<file path="src/rtl/blink64_pkg.sv">
// Shared Blink-64 constants: cell geometry, inverse S-box, shuffle permutations,
// InvMixColumns coefficients and the iterative engine state encoding.
package blink64_pkg;

    localparam int BLOCK_LEN = 64;
    localparam int CELL_W    = 4;
    localparam int NCELLS    = 16;
    localparam int NCOLS     = 4;

    typedef enum logic [1:0] {
        IDLE = 2'd0,
        RUN  = 2'd1,
        DONE = 2'd2
    } state_t;

    // Cell i lives at bits [4i+3:4i]; column c holds cells 4c..4c+3.
    localparam logic [CELL_W-1:0] INV_SBOX [NCELLS] = '{
        4'h5, 4'hE, 4'hF, 4'h8, 4'hC, 4'h1, 4'h2, 4'hD,
        4'hB, 4'h4, 4'h6, 4'h3, 4'h0, 4'h7, 4'h9, 4'hA
    };

    // Forward shuffle: out cell i takes in cell SHUFFLE[i].
    localparam int SHUFFLE [NCELLS] = '{
        0, 10, 5, 15, 14, 4, 11, 1, 9, 3, 12, 6, 7, 13, 2, 8
    };

    function automatic int inv_shuffle_at(input int k);
        int r;
        r = 0;
        for (int i = 0; i < NCELLS; i++) begin
            if (SHUFFLE[i] == k) r = i;
        end
        return r;
    endfunction

    // Derived from SHUFFLE so the two tables can never disagree.
    localparam int INV_SHUFFLE [NCELLS] = '{
        inv_shuffle_at(0),  inv_shuffle_at(1),  inv_shuffle_at(2),  inv_shuffle_at(3),
        inv_shuffle_at(4),  inv_shuffle_at(5),  inv_shuffle_at(6),  inv_shuffle_at(7),
        inv_shuffle_at(8),  inv_shuffle_at(9),  inv_shuffle_at(10), inv_shuffle_at(11),
        inv_shuffle_at(12), inv_shuffle_at(13), inv_shuffle_at(14), inv_shuffle_at(15)
    };

    // The mixing matrix is involutory, so the inverse uses the same coefficients.
    localparam logic [CELL_W-1:0] INV_MIX [NCOLS][NCOLS] = '{
        '{4'h0, 4'h1, 4'h1, 4'h1},
        '{4'h1, 4'h0, 4'h1, 4'h1},
        '{4'h1, 4'h1, 4'h0, 4'h1},
        '{4'h1, 4'h1, 4'h1, 4'h0}
    };

    // GF(2^4) multiply, reduction polynomial x^4 + x + 1.
    function automatic logic [CELL_W-1:0] gf16_mul(input logic [CELL_W-1:0] a,
                                                   input logic [CELL_W-1:0] b);
        logic [CELL_W-1:0] p;
        logic [CELL_W-1:0] aa;
        p  = '0;
        aa = a;
        for (int i = 0; i < CELL_W; i++) begin
            if (b[i]) p = p ^ aa;
            aa = {aa[CELL_W-2:0], 1'b0} ^ (aa[CELL_W-1] ? 4'h3 : 4'h0);
        end
        return p;
    endfunction

endpackage

</file>
<file path="src/rtl/r_inv.sv">
// One combinational Blink-64 inverse round:
// outdata = InvSubCells(InvMixColumns(InvShuffleCells(indata) ^ key)).
module r_inv
    import blink64_pkg::*;
(
    input  logic [BLOCK_LEN-1:0] indata,
    input  logic [BLOCK_LEN-1:0] key,
    output logic [BLOCK_LEN-1:0] outdata
);

    logic [BLOCK_LEN-1:0] unshuf;
    logic [BLOCK_LEN-1:0] keyed;
    logic [BLOCK_LEN-1:0] unmix;

    always_comb begin
        unshuf = '0;
        for (int i = 0; i < NCELLS; i++) begin
            unshuf[i*CELL_W +: CELL_W] = indata[INV_SHUFFLE[i]*CELL_W +: CELL_W];
        end
    end

    assign keyed = unshuf ^ key;

    always_comb begin : mix_p
        logic [CELL_W-1:0] acc;
        unmix = '0;
        acc   = '0;
        for (int c = 0; c < NCOLS; c++) begin
            for (int r = 0; r < NCOLS; r++) begin
                acc = '0;
                for (int j = 0; j < NCOLS; j++) begin
                    acc = acc ^ gf16_mul(INV_MIX[r][j], keyed[(NCOLS*c+j)*CELL_W +: CELL_W]);
                end
                unmix[(NCOLS*c+r)*CELL_W +: CELL_W] = acc;
            end
        end
    end

    always_comb begin
        outdata = '0;
        for (int i = 0; i < NCELLS; i++) begin
            outdata[i*CELL_W +: CELL_W] = INV_SBOX[unmix[i*CELL_W +: CELL_W]];
        end
    end

endmodule

</file>
<file path="src/rtl/r_inv_iter.sv">
// Iterative Blink-64 decryption engine: one inverse round per clock, tweakeys
// fetched by descending index, valid/ready on both sides.
//
// state | meaning
// IDLE  | waiting for a block, in_ready high, rk_idx parked at ROUNDS-1
// RUN   | applying round ctr with rk = table[ctr]; leaves after round 0
// DONE  | result held on out_data with out_valid high until out_ready
module r_inv_iter #(
    parameter int BLOCK_LEN = 64,
    parameter int ROUNDS    = 16,
    parameter int RIDX_W    = 8
) (
    input  logic                 clk,
    input  logic                 rst,
    input  logic                 in_valid,
    output logic                 in_ready,
    input  logic [BLOCK_LEN-1:0] in_data,
    output logic [RIDX_W-1:0]    rk_idx,
    input  logic [BLOCK_LEN-1:0] rk,
    output logic                 out_valid,
    input  logic                 out_ready,
    output logic [BLOCK_LEN-1:0] out_data,
    output logic                 busy
);

    localparam logic [RIDX_W-1:0] LAST_IDX = RIDX_W'(ROUNDS - 1);

    blink64_pkg::state_t  fsm_q, fsm_d;
    logic [RIDX_W-1:0]    ctr_q, ctr_d;
    logic [BLOCK_LEN-1:0] blk_q, blk_d;
    logic [BLOCK_LEN-1:0] res_q, res_d;
    logic [BLOCK_LEN-1:0] round_out;

    r_inv u_round (
        .indata  (blk_q),
        .key     (rk),
        .outdata (round_out)
    );

    always_ff @(posedge clk) begin
        if (rst) begin
            fsm_q <= blink64_pkg::IDLE;
            ctr_q <= LAST_IDX;
            blk_q <= '0;
            res_q <= '0;
        end else begin
            fsm_q <= fsm_d;
            ctr_q <= ctr_d;
            blk_q <= blk_d;
            res_q <= res_d;
        end
    end

    always_comb begin
        fsm_d = fsm_q;
        ctr_d = ctr_q;
        blk_d = blk_q;
        res_d = res_q;
        case (fsm_q)
            blink64_pkg::IDLE: begin
                if (in_valid) begin
                    blk_d = in_data;
                    ctr_d = LAST_IDX;
                    fsm_d = blink64_pkg::RUN;
                end
            end
            blink64_pkg::RUN: begin
                blk_d = round_out;
                if (ctr_q == '0) begin
                    res_d = round_out;
                    fsm_d = blink64_pkg::DONE;
                end else begin
                    ctr_d = ctr_q - RIDX_W'(1);
                end
            end
            blink64_pkg::DONE: begin
                if (out_ready) begin
                    ctr_d = LAST_IDX;
                    fsm_d = blink64_pkg::IDLE;
                end
            end
            default: begin
                fsm_d = blink64_pkg::IDLE;
                ctr_d = LAST_IDX;
            end
        endcase
    end

    // Outputs depend only on registered state, so rk_idx is glitch-free per cycle.
    assign in_ready  = (fsm_q == blink64_pkg::IDLE);
    assign out_valid = (fsm_q == blink64_pkg::DONE);
    assign busy      = (fsm_q == blink64_pkg::RUN) || (fsm_q == blink64_pkg::DONE);
    assign rk_idx    = (fsm_q == blink64_pkg::RUN) ? ctr_q : LAST_IDX;
    assign out_data  = res_q;

endmodule

</file>
<file path="config.mk">
export PLATFORM = sky130hd
export DESIGN_NAME = r_inv_iter
export DESIGN_NICKNAME = d
export VERILOG_FILES = /design/src/rtl/blink64_pkg.sv /design/src/rtl/r_inv.sv /design/src/rtl/r_inv_iter.sv
export SDC_FILE = /design/constraint.sdc
export NUM_CORES = 1
export LEC_CHECK = 0
export ABC_AREA = 1
export BUFFER_PORTS_ARGS = -buffer_cell sky130_fd_sc_hd__buf_2
export CORE_ASPECT_RATIO = 1.75
export CORE_UTILIZATION = 60
export CTS_BUF_LIST = sky130_fd_sc_hd__clkbuf_8
export DETAILED_ROUTE_END_ITERATION = 10
export MAX_ROUTING_LAYER = met4
export PLACE_DENSITY = 0.94
export SLEW_MARGIN = 20
export SYNTH_ARGS = -nofsm -noshare
export SYNTH_HDL_FRONTEND = slang
export SYNTH_SLANG_ARGS = --single-unit
</file>
<file path="constraint.sdc">
create_clock -name clk -period 2.7 [get_ports clk]
set_input_delay 0.135 -clock clk [delete_from_list [all_inputs] [get_ports clk]]
set_output_delay 0.135 -clock clk [all_outputs]
set_load 0.02 [all_outputs]
</file>
==> results_dict.tcl, run 1 <==
set metrics [dict create \
    yosysWarnings 0 \
    ys_types 25 \
    root_buffer "clkbuf_8" \
    drv_slew 0 \
    via_per_inst 5.55 \
    gr-usage-met1_pct 37.7 \
    avgRoutedWirePerCell_um 14.4 \
    ios 207 \
    path_class "reg -> reg" \
    area_growth_pct 14.6 \
    slew_headroom_pct 45.9 \
    start_kind "flip-flop" \
    cts-htree-levels 4 \
    vdd_drop_max_v 0.000484 \
    drc_errors 0 \
    power-per-cell-area_mw_per_mm2 746 \
    drt-total-wl_mm 38.6 \
    crit_required_ns 3.04 \
    dr.first_iter.drc_count 1101 \
    grt_max_degree 66 \
    die-area_mm2 0.0205 \
    clkSinkCount 138 \
    finalCritPeriodShare_pct 82.6 \
    core_area_mm2 0.0193 \
    hold_depth 5 \
    first_pass_iters 6 \
    grt_pass1_wl_mm 61.0 \
    yosysSeqAreaShare_pct 23.2 \
    final_antenna_net_count 0 \
    synth_area_per_cell_um2 5.33 \
    design_area_mm2 0.0137 \
    n_fill_cell 1741 \
    status "completed" \
    finClkSkew_ns 0.0146 \
    dp_hpwl_mm 30.2 \
    endpoint_kind "flip-flop" \
    timing.setup.tns_ns 0 \
    path_clk_slew_ns 0.08 \
    multi_input_area_mm2 0.00812 \
    ff2ff_path_depth 16 \
    synth_nets 2392 \
    rsz0062_at_grt "no" \
    fin_nets 2573 \
    clk_latency_ns 0.49 \
    overflow 0 \
    drive_gt1_share_pct 11.4 \
    cts-buffers-inserted 17 \
    initial_utilization_pct 61.9 \
    hold_buffers 0 \
    arrival_ns 2.57 \
    place_area_mm2 0.0132 \
    p_leak_uw 0.00801 \
    ff_latch_area_mm2 0.00276 \
    track_usage_pct 39.1 \
    num_vias 14800 \
    hold_path.class "in -> reg" \
    hold_ws_ns 0.0121 \
    die_h_um 189 \
    syn_area_mm2 0.0119 \
    grt_pass1_vias 13800 \
    finalSetupViolCount 0 \
    fin_util_pct 70.9 \
    hold_viol_final 0 \
    power_uw 10200 \
    place.gp.congestion 1.04 \
    syn_inst 2239 \
    fmax_mhz 448 \
    ys_ff_latch 138 \
    cts_tree "built" \
    cp_max_fo 4 \
    num_rows 67 \
    maxCapViolCount 0 \
    min_period_ns 2.23 \
    die_w_um 109 \
    clk_path_buf_depth 2 \
    antenna_cells 0 \
    busiest_layer "met2" \
    antenna_found_initial 0 \
    use_met3_pct 7.23 \
    post-cts-setup-buffers 0 \
    cts_resized 0 \
    met2_usage_pct 66.1 \
    tightestPinTransition_ns 0.811 \
    port_buffers 206 \
]
cells in the mapped netlist:
| master | n | area [um^2] |
|---|---|---|
| inv_2 | 1 | 3.75 |
| xnor2_1 | 19 | 166 |
| buf_1 | 7 | 26.3 |
| clkbuf_1 | 26 | 97.6 |
| or2_2 | 1 | 6.26 |
| nor3_1 | 1 | 5.00 |
| inv_1 | 217 | 815 |
| xor2_1 | 14 | 123 |
| nand3_1 | 276 | 1380 |
| a21oi_2 | 1 | 8.76 |
| nor2_1 | 135 | 507 |
| buf_2 | 18 | 90.1 |
| buf_4 | 6 | 45.0 |
| nand3b_1 | 1 | 7.51 |
| nor2_4 | 1 | 11.3 |
| o21ai_1 | 2 | 10.0 |
| o211ai_1 | 58 | 435 |
| xor2_2 | 10 | 163 |
| nand2_1 | 1163 | 4370 |
| a21oi_1 | 93 | 465 |
| nor3_2 | 1 | 10.0 |
| nand2_2 | 11 | 68.8 |
| dfxtp_1 | 138 | 2760 |
| o21ai_0 | 18 | 90.1 |
| ha_1 | 21 | 263 |
metal layers:
| layer | wire length (um) | vias to the layer above | part of all wire (%) |
|---|---|---|---|
| met2 | 18700 | 675 | 49 |
| met5 | 0 | - | 0 |
| met4 | 3340 | 0 | 8.7 |
| met3 | 2870 | 202 | 7.4 |
| li1 | - | 7390 | - |
| met1 | 13600 | 6573 | 35 |
cell usage in the layout (no fill, tap or decap):
cell type	n
a21oi_1	93
a21oi_2	1
buf_12	5
buf_16	1
buf_2	206
buf_4	7
bufinv_16	5
clkbuf_8	19
clkinv_2	2
clkinv_4	2
clkinvlp_4	2
dfxtp_1	138
ha_1	20
ha_4	1
inv_1	218
inv_2	2
nand2_1	1163
nand2_2	11
nand3_1	276
nand3b_1	1
nor2_1	135
nor2_4	1
nor3_1	1
nor3_4	1
o211ai_1	58
o21ai_0	17
o21ai_1	2
o21ai_4	1
or2_2	1
xnor2_1	19
xor2_1	14
xor2_2	10
state kept, by name, summed over array words and instances, names as in the netlist:
register	flops
fsm_q	2
out_data	64
blk_q	64
ctr_q	8
cell type report:
cell class,count,area share (%)
tap,241,2.21
timing repair buffer,219,8.86
sequential,138,20.2
multi-input combinational,1826,59.4
clock buffer,19,1.91
clock inverter,13,1.46
inverter,218,5.99
where the power goes:
| part | internal [uW] | leakage, uW | switching [uW] |
|---|---|---|---|
| Sequential | 2220 | 0.00113 | 288 |
| Combinational | 1780 | 0.00665 | 3900 |
| Clock | 1140 | 0.000234 | 875 |
| Total | 5140 | 0.00801 | 5060 |
worst max-delay path, cell delays in order, from the launching register on:
cell and delay (ns):
dfxtp_1 0.55, inv_1 0.11, nand2_1 0.07, nand2_1 0.08, nand2_1 0.08, nand2_1 0.11
nand2_1 0.08, nand2_1 0.10, ha_1 0.31, nand2_1 0.11, nand2_1 0.06, inv_1 0.06
nand2_1 0.04, nand2_1 0.14, nand2_1 0.08, nand2_1 0.08, a21oi_1 0.05
metrics by stage:
| step | worst slack (ns) | cells |
|---|---|---|
| 2_1_floorplan | 0.843 | 2239 |
| 3_3_place_gp | 0.454 | 2641 |
| 3_5_place_dp | 0.381 | 2641 |
| 4_1_cts | 0.355 | 2673 |
| 5_1_grt | 0.237 | 2674 |
| 6_report | 0.470 | 2674 |
path summary, 6_finish.rpt:
kind / from / to / slack (ns)
setup / recovery: blk_q[41]$_SDFFE_PP0P_ / blk_q[63]$_SDFFE_PP0P_ / 0.47
hold / removal: in_data[55] / blk_q[55]$_SDFFE_PP0P_ / 0.01
setup reg to reg: blk_q[41]$_SDFFE_PP0P_ / blk_q[63]$_SDFFE_PP0P_ / 0.47
hold reg to reg: ctr_q[4]$_SDFFE_PP0P_ / ctr_q[4]$_SDFFE_PP0P_ / 0.49
kinds of logic (layout without fill, tap and decap cells):
family                   Yosys count  count (layout)  synth area share [%]
AO/OA/AOI/OAI                    172             172                  8.47
XOR/XNOR                          43              43                  3.79
buffers and inverters            275             469                  9.03
flip-flops                       138             138                  23.2
adder cells (fa/ha/maj)           21              21                  2.20
AND/OR/NAND/NOR                 1590            1590                  53.3
No activity file was read; power rests on OpenSTA's default activity.
==> run 2, diff against run 1 <==
--- a/config.mk
+++ b/config.mk
@@ -8,11 +8,11 @@
 export ABC_AREA = 1
 export BUFFER_PORTS_ARGS = -buffer_cell sky130_fd_sc_hd__buf_2
 export CORE_ASPECT_RATIO = 1.75
-export CORE_UTILIZATION = 60
+export CORE_UTILIZATION = 53
 export CTS_BUF_LIST = sky130_fd_sc_hd__clkbuf_8
 export DETAILED_ROUTE_END_ITERATION = 10
 export MAX_ROUTING_LAYER = met4
-export PLACE_DENSITY = 0.94
+export PLACE_DENSITY = 0.88
 export SLEW_MARGIN = 20
 export SYNTH_ARGS = -nofsm -noshare
 export SYNTH_HDL_FRONTEND = slang
==> constraint.sdc (replaced) <==
create_clock -name clk -period 1.83 [get_ports clk]
set_input_delay 0.0915 -clock clk [delete_from_list [all_inputs] [get_ports clk]]
set_output_delay 0.0915 -clock clk [all_outputs]
set_load 0.02 [all_outputs]
==> results_dict.tcl, run 2 <==
set metrics [dict create \
    grt_max_degree 128 \
    ys_ff_latch 138 \
    num_rows 72 \
    yosys.area.top_type "nand2_1" \
    dp_hpwl_mm 32.1 \
    synth_edf_count 0 \
    yosysWarnings 0 \
    stop_error "[ERROR GRT-0232] Routing congestion too high. Check the congestion heatmap in the GUI." \
    syn_inst 2239 \
    ys_types 25 \
    port_buffers 206 \
    cts-htree-levels 4 \
    die_w_um 115 \
    synthFlopType "dfxtp_1" \
    synth_nets 2392 \
    syn_area_mm2 0.0119 \
    die_h_um 200 \
    synth.most_common_cell "nand2_1" \
    overflow 3 \
    yosys-top-cells-count "1163 x nand2_1, 276 x nand3_1, 217 x inv_1, 138 x dfxtp_1, 135 x nor2_1" \
    place.gp.congestion 1.00 \
    status "did not finish" \
    clkSinkCount 138 \
    clk_path_buf_depth 2 \
    stop_stage "5_1_grt" \
    cts-buffers-inserted 17 \
    ios 207 \
    root_buffer "clkbuf_8" \
    synth_top_cells_by_area "nand2_1 37%, dfxtp_1 23%, nand3_1 12%" \
    synth_area_per_cell_um2 5.33 \
    endpoint_type "register data pin" \
    yosysSeqAreaShare_pct 23.2 \
    synth_top_cell_area_share_pct 36.6 \
    place_inst 2803 \
    place_area_mm2 0.0141 \
    track_usage_pct 66.8 \
    initial_utilization_pct 54.0 \
    postGrtWorstEndpoint "blk_q[40]$_SDFFE_PP0P_/D" \
    synthArstFlopShare_pct 0 \
]
==> run 2: cells by family after synthesis <==
| group | count (synthesis) | synth area share (%) |
|---|---|---|
| and+or+nand+nor | 1590 | 53.3 |
| buffers and inverters | 275 | 9.03 |
| AOI/OAI and AO/OA | 172 | 8.47 |
| DFF | 138 | 23.2 |
| xor gates and xnor gates | 43 | 3.79 |
| adders and majority gates | 21 | 2.20 |
==> run 2: what timing repair did <==
| item | in CTS |
|---|---|
| cloned | 4 |
| hold buffers | 24 |
| endpoints found under the hold margin | 24 |
| setup buffers | 26 |
| pin swaps | 104 |
| gates resized for setup | 242 |
| endpoints found under the setup margin | 116 |
==> run 2: routing by layer <==
metal	GRT overflow	GRT usage [%]
met1	0	63.5
met2	2	82.9
met3	0	49.8
met4	1	66.0
met5	-	-
==> run 2: stage by stage <==
step | hold slack [ns] | worst slack [ns]
after CTS | 0.000194 | -0.0296
after detailed placement | 0.471 | -0.354
after global placement | 0.467 | -0.285
after floorplan | 0.345 | -0.0272
==> run 3, diff against run 2 <==
--- a/config.mk
+++ b/config.mk
@@ -7,12 +7,9 @@
 export LEC_CHECK = 0
 export ABC_AREA = 1
 export BUFFER_PORTS_ARGS = -buffer_cell sky130_fd_sc_hd__buf_2
-export CORE_ASPECT_RATIO = 1.75
-export CORE_UTILIZATION = 53
-export CTS_BUF_LIST = sky130_fd_sc_hd__clkbuf_8
+export CORE_UTILIZATION = 40
 export DETAILED_ROUTE_END_ITERATION = 10
-export MAX_ROUTING_LAYER = met4
-export PLACE_DENSITY = 0.88
+export PLACE_DENSITY_LB_ADDON = 0.15
 export SLEW_MARGIN = 20
 export SYNTH_ARGS = -nofsm -noshare
 export SYNTH_HDL_FRONTEND = slang
==> constraint.sdc (replaced) <==
create_clock -name clk -period 2.4 [get_ports clk]
set_input_delay 0.12 -clock clk [delete_from_list [all_inputs] [get_ports clk]]
set_output_delay 0.12 -clock clk [all_outputs]
set_load 0.02 [all_outputs]
==> results_dict.tcl, run 3 (synthesized netlist as in run 1, its figures left out) <==
set metrics [dict create \
    status "completed" \
    drive_gt1_share_pct 11.7 \
    fin_nets 2576 \
    rsz0062_at_grt "no" \
    final_common_cell "nand2_1" \
    place_inst 2788 \
    post-cts-setup-buffers 0 \
    num_vias 14200 \
    die_h_um 175 \
    first_pass_iters 6 \
    crit_chain "inv_1 -> nand2_1 -> nand2_1 -> nand2_1 -> nand2_1 -> nand2_1 -> nand2_1 -> ha_1 -> inv_1 -> nand2_1 -> nand2_1 -> inv_1 -> nand2_1 -> nand3_1 -> nand2_1 -> a21oi_1" \
    timing.critical_path.buf_inv 3 \
    finalSetupViolCount 0 \
    die_w_um 175 \
    finClkSkew_ns 0.0121 \
    drt-total-wl_mm 40.0 \
    crit_path_max_incr_delay_ns 0.42 \
    cp_max_fo 5 \
    clk_latency_ns 0.45 \
    regToRegSetupSlack_ns 0.20 \
    cpMostUsedCell "nand2_1" \
    path_clk_slew_ns 0.07 \
    grt_max_degree 84 \
    multi_input_area_mm2 0.00812 \
    stdcell_count 2822 \
    crit_required_ns 2.70 \
    setup_slack_ns 0.201 \
    start_kind "flip-flop" \
    fmax_mhz 455 \
    dp_hpwl_mm 31.3 \
    area_growth_pct 18.0 \
    avgRoutedWirePerCell_um 14.2 \
    root_buffer "clkbuf_16" \
    die-area_mm2 0.0305 \
    power-per-cell-area_mw_per_mm2 864 \
    p_sw_share_pct 47.8 \
    ff_latch_area_mm2 0.00277 \
    min_period_ns 2.20 \
    grt_pass1_wl_mm 62.9 \
    clk_path_buf_depth 2 \
    clkPwrFrac_pct 24.6 \
    post-place-ws_ns 0.217 \
    ios 207 \
    tightestPinTransition_ns 0.843 \
    hold_viol_final 0 \
    combPwrFrac_pct 52.3 \
    finalCritPeriodShare_pct 91.6 \
    p_leak_uw 0.00810 \
    maxCapViolCount 0 \
    overflow 0 \
    final_antenna_net_count 0 \
    drv_slew 0 \
    hold_path.class "in -> reg" \
    via_per_inst 5.05 \
    power.internal_uw 6340 \
    grt_pass1_vias 12700 \
    crit_family "simple AND/OR/NAND/NOR gates" \
    dr.first_iter.drc_count 1140 \
    core_area_mm2 0.0290 \
    final_cell_mix "1163 x nand2_1, 276 x nand3_1, 216 x inv_1" \
    cts-htree-levels 4 \
    slew_headroom_pct 43.8 \
    initial_utilization_pct 41.1 \
    drc_errors 0 \
    seqPwrFrac_pct 23.1 \
    design_area_mm2 0.0141 \
    place.gp.congestion 0.985 \
    switching_power_uw 5820 \
    place_area_mm2 0.0134 \
    path_class "reg -> reg" \
    endpoint_kind "flip-flop" \
    timing.setup.tns_ns 0 \
    cts_tree "built" \
    crit_slowest_cell "dfxtp_1" \
    clkSinkCount 138 \
    cts-buffers-inserted 17 \
    num_rows 62 \
    vdd_drop_max_v 0.000430 \
    n_fill_cell 3131 \
    port_buffers 206 \
    track_usage_pct 25.9 \
    antenna_found_initial 2 \
    arrival_ns 2.50 \
]
==> run 3: power by group through the flow <==
| stage | registers (uW) | logic (uW) | clock network [uW] |
|---|---|---|---|
| after floorplan | 2710 | 4840 | 0 |
| after global placement | 2840 | 6190 | 0 |
| after detailed placement | 2850 | 6260 | 0 |
| after CTS | 2800 | 6300 | 3050 |
| after global routing | 2830 | 7290 | 3140 |
| final | 2800 | 6360 | 3000 |
==> run 3: per-stage QoR <==
stage	util [%]	total power, uW	hold WS, ns
after detailed placement	46.2	9110	0.465
final	48.5	12200	0.0330
after floorplan	-	7550	0.373
after global placement	46.2	9030	0.469
after CTS	48.5	12100	0.0123
after global routing	48.5	13300	0.0600
==> run 3: cell type report <==
class                   count  share of cell area (%)
repair buffers            222                    8.83
clock buffers              17                    3.02
clock inverters            15                    1.58
diodes                      2                  0.0356
multi-input cells        1826                    57.7
well taps                 384                    3.41
inverters                 218                    5.81
flip-flops and latches    138                    19.6
==> run 3: timing repair <==
item	CTS	global route
endpoints found under the hold margin	0	0
hold buffers	0	0
endpoints found under the setup margin	0	3
resized for setup	0	3
==> run 3: final timing paths <==
path / startpoint / endpoint / cells after the start
worst max-delay path: blk_q[45]$_SDFFE_PP0P_ / blk_q[16]$_SDFFE_PP0P_ / 16
worst min-delay path: rst / out_data[27]$_SDFFE_PP0P_ / 4
worst max register to register: blk_q[45]$_SDFFE_PP0P_ / blk_q[16]$_SDFFE_PP0P_ / 16
worst min register to register: ctr_q[4]$_SDFFE_PP0P_ / ctr_q[4]$_SDFFE_PP0P_ / 1
==> run 3: metal layers <==
layer / global-route usage, % / vias to the layer above / part of all wire, %
li1: - / 7393 / -
met1: 34.8 / 6425 / 48
met2: 42.7 / 386 / 45
met3: 3.55 / 40 / 4.8
met4: 8.30 / 0 / 2.3
met5: 0 / - / 0
==> run 3: worst register-to-register path: stages (launching register included) <==
cell     delay, ns
dfxtp_1       0.42
inv_1         0.08
nand2_1       0.06
nand2_1       0.10
nand2_1       0.14
nand2_1       0.10
nand2_1       0.07
nand2_1       0.14
ha_1          0.32
inv_1         0.08
nand2_1       0.05
nand2_1       0.07
inv_1         0.03
nand2_1       0.07
nand3_1       0.07
nand2_1       0.17
a21oi_1       0.08
==> run 4, diff against run 3 <==
--- a/config.mk
+++ b/config.mk
@@ -7,10 +7,12 @@
 export LEC_CHECK = 0
 export ABC_AREA = 1
 export BUFFER_PORTS_ARGS = -buffer_cell sky130_fd_sc_hd__buf_2
+export CORE_MARGIN = 3
 export CORE_UTILIZATION = 40
 export DETAILED_ROUTE_END_ITERATION = 10
 export PLACE_DENSITY_LB_ADDON = 0.15
 export SLEW_MARGIN = 20
 export SYNTH_ARGS = -nofsm -noshare
 export SYNTH_HDL_FRONTEND = slang
+export SYNTH_HIERARCHICAL = 1
 export SYNTH_SLANG_ARGS = --single-unit
==> results_dict.tcl, run 4 <==
set metrics [dict create \
    status "completed" \
    clk_path_buf_depth 2 \
    timing.setup.tns_ns 0 \
    track_usage_pct 25.7 \
    clkPwrFrac_pct 21.9 \
    crit_chain "xnor2_2 -> nand2_1 -> nand2_2 -> nand2_1 -> nand2_1 -> ha_1 -> nand3b_1 -> nand2_1 -> inv_1 -> nand2_1 -> nand2_1 -> nand2_1 -> a31oi_4" \
    fmax_mhz 449 \
    yosys.area.top_type "nand2_1" \
    cts_tree "built" \
    die-area_mm2 0.0297 \
    die_w_um 172 \
    rsz0062_at_grt "no" \
    finalSetupViolCount 0 \
    place_inst 2432 \
    yosys-top-cells-count "878 x nand2_1, 168 x nand3_1, 138 x dfxtp_1, 117 x o21ai_0, 103 x inv_1" \
    timing.critical_path.buf_inv 1 \
    synthFlopType "dfxtp_1" \
    clkSinkCount 138 \
    dr.first_iter.drc_count 1090 \
    final_antenna_net_count 0 \
    cpMostUsedCell "nand2_1" \
    crit_slowest_cell "dfxtp_1" \
    synth_top_cell_area_share_pct 29.8 \
    crit_required_ns 2.68 \
    path_clk_slew_ns 0.06 \
    drive_gt1_share_pct 15.0 \
    synth_area_per_cell_um2 5.84 \
    multi_input_area_mm2 0.00763 \
    finClkSkew_ns 0.0158 \
    root_buffer "clkbuf_16" \
    cts-buffers-inserted 17 \
    power-per-cell-area_mw_per_mm2 995 \
    antenna_found_initial 0 \
    switching_power_uw 6750 \
    ys_ff_latch 138 \
    avgRoutedWirePerCell_um 15.4 \
    ff2ff_path_depth 13 \
    path_class "reg -> reg" \
    start_kind "flip-flop" \
    initial_utilization_pct 40.8 \
    fin_nets 2272 \
    power.internal_uw 6840 \
    hold_depth 3 \
    yosysWarnings 6 \
    syn_area_mm2 0.0111 \
    final_common_cell "nand2_1" \
    vdd_drop_max_v 0.000424 \
    ys_types 26 \
    antenna_cells 0 \
    num_rows 60 \
    num_vias 13000 \
    slew_headroom_pct 62.4 \
    core_area_mm2 0.0271 \
    finalCritPeriodShare_pct 92.9 \
    arrival_ns 2.51 \
    seqPwrFrac_pct 20.9 \
    n_fill_cell 2806 \
    fin_util_pct 50.4 \
    min_period_ns 2.23 \
    crit_path_max_incr_delay_ns 0.44 \
    ios 207 \
    port_buffers 206 \
    dp_hpwl_mm 30.0 \
    drt-total-wl_mm 38.7 \
    design_area_mm2 0.0137 \
    ff_latch_area_mm2 0.00276 \
    first_pass_iters 5 \
    synth_edf_count 0 \
    tightestPinTransition_ns 0.558 \
    path_depth 13 \
    via_per_inst 5.17 \
    grt_max_degree 82 \
    stdcell_count 2507 \
    maxCapViolCount 0 \
    hold_ws_ns 0.0117 \
    synthArstFlopShare_pct 0 \
    grt_pass1_wl_mm 60.5 \
    synth_nets 2046 \
    final_cell_mix "878 x nand2_1, 206 x buf_2, 168 x nand3_1" \
    place_area_mm2 0.0125 \
    hold_path.class "in -> reg" \
    endpoint_kind "flip-flop" \
    cts-htree-levels 4 \
    overflow 0 \
    yosysSeqAreaShare_pct 25.0 \
    syn_inst 1896 \
    clk_latency_ns 0.43 \
    place.gp.congestion 0.957 \
    hold_viol_final 0 \
    area_growth_pct 23.4 \
    combPwrFrac_pct 57.2 \
    cp_max_fo 5 \
    grt_pass1_vias 11800 \
    synth_top_cells_by_area "nand2_1 30%, dfxtp_1 25%, nand3_1 7.6%" \
    drv_slew 0 \
    p_leak_uw 0.00717 \
    crit_family "simple AND/OR/NAND/NOR gates" \
    synth.most_common_cell "nand2_1" \
    die_h_um 172 \
    drc_errors 0 \
    p_sw_share_pct 49.7 \
]
run 4: cell type report:
cell class / count / area share (%)
Multi-Input combinational cell: 1585 / 55.9
Clock buffer: 18 / 3.22
Tap cell: 372 / 3.41
Clock inverter: 14 / 1.53
Inverter: 106 / 2.92
Sequential cell: 138 / 20.2
Timing Repair Buffer: 274 / 12.8
run 4: path summary, 6_finish.rpt:
path                                             start                      to  slack, ns
worst min register to register   ctr_q[0]$_SDFFE_PP1P_   ctr_q[0]$_SDFFE_PP1P_       0.46
worst min-delay path                       in_data[37]  blk_q[37]$_SDFFE_PP0P_       0.01
worst max register to register  blk_q[28]$_SDFFE_PP0P_  blk_q[12]$_SDFFE_PP0P_       0.17
worst max-delay path            blk_q[28]$_SDFFE_PP0P_  blk_q[12]$_SDFFE_PP0P_       0.17
run 4: logic make-up (layout without fill, tap and decap cells):
logic type	Yosys count	after routing	share of synthesized area, %
AND/OR/NAND/NOR	1177	1177	43.1
XOR/XNOR	112	112	9.74
AO/OA/AOI/OAI	278	278	13.3
buffers and inverters	173	412	6.88
adder cells (fa/ha/maj)	18	18	2.03
flip-flops	138	138	25.0
run 4: metal layers:
layer | GRT usage [%] | routed length (um)
met5 | 0 | 0
met4 | 9.44 | 1250
met3 | 4.82 | 2480
met2 | 41.6 | 17200
met1 | 34.3 | 17800
run 4: per-stage QoR:
step           worst slack [ns]  power [uW]
2_1_floorplan             0.550        8470
3_3_place_gp             0.0677       10400
3_5_place_dp              0.111       10500
4_1_cts                  0.0803       13600
5_1_grt                  0.0163       14900
6_report                  0.171       13600
run 4: repair_timing:
item,in CTS,in global routing
hold buffers,43,0
endpoints found under the hold margin,43,0
setup endpoints to repair,0,1
setup buffers,0,0
resized for setup,0,9
run 4: power groups by stage:
stage | registers (uW) | clock network (uW) | logic (uW)
final | 2840 | 2980 | 7770
after global routing | 2880 | 3130 | 8890
after CTS | 2840 | 3040 | 7670
after detailed placement | 2890 | 0 | 7570
after global placement | 2880 | 0 | 7550
after floorplan | 2760 | 0 | 5710
run 4: worst register-to-register path, stage by stage (launching register included):
cell      delay [ns]
dfxtp_1         0.44
xnor2_2         0.17
nand2_1         0.18
nand2_2         0.14
nand2_1         0.06
nand2_1         0.18
ha_1            0.28
nand3b_1        0.16
nand2_1         0.07
inv_1           0.04
nand2_1         0.05
nand2_1         0.06
nand2_1         0.14
a31oi_4         0.12
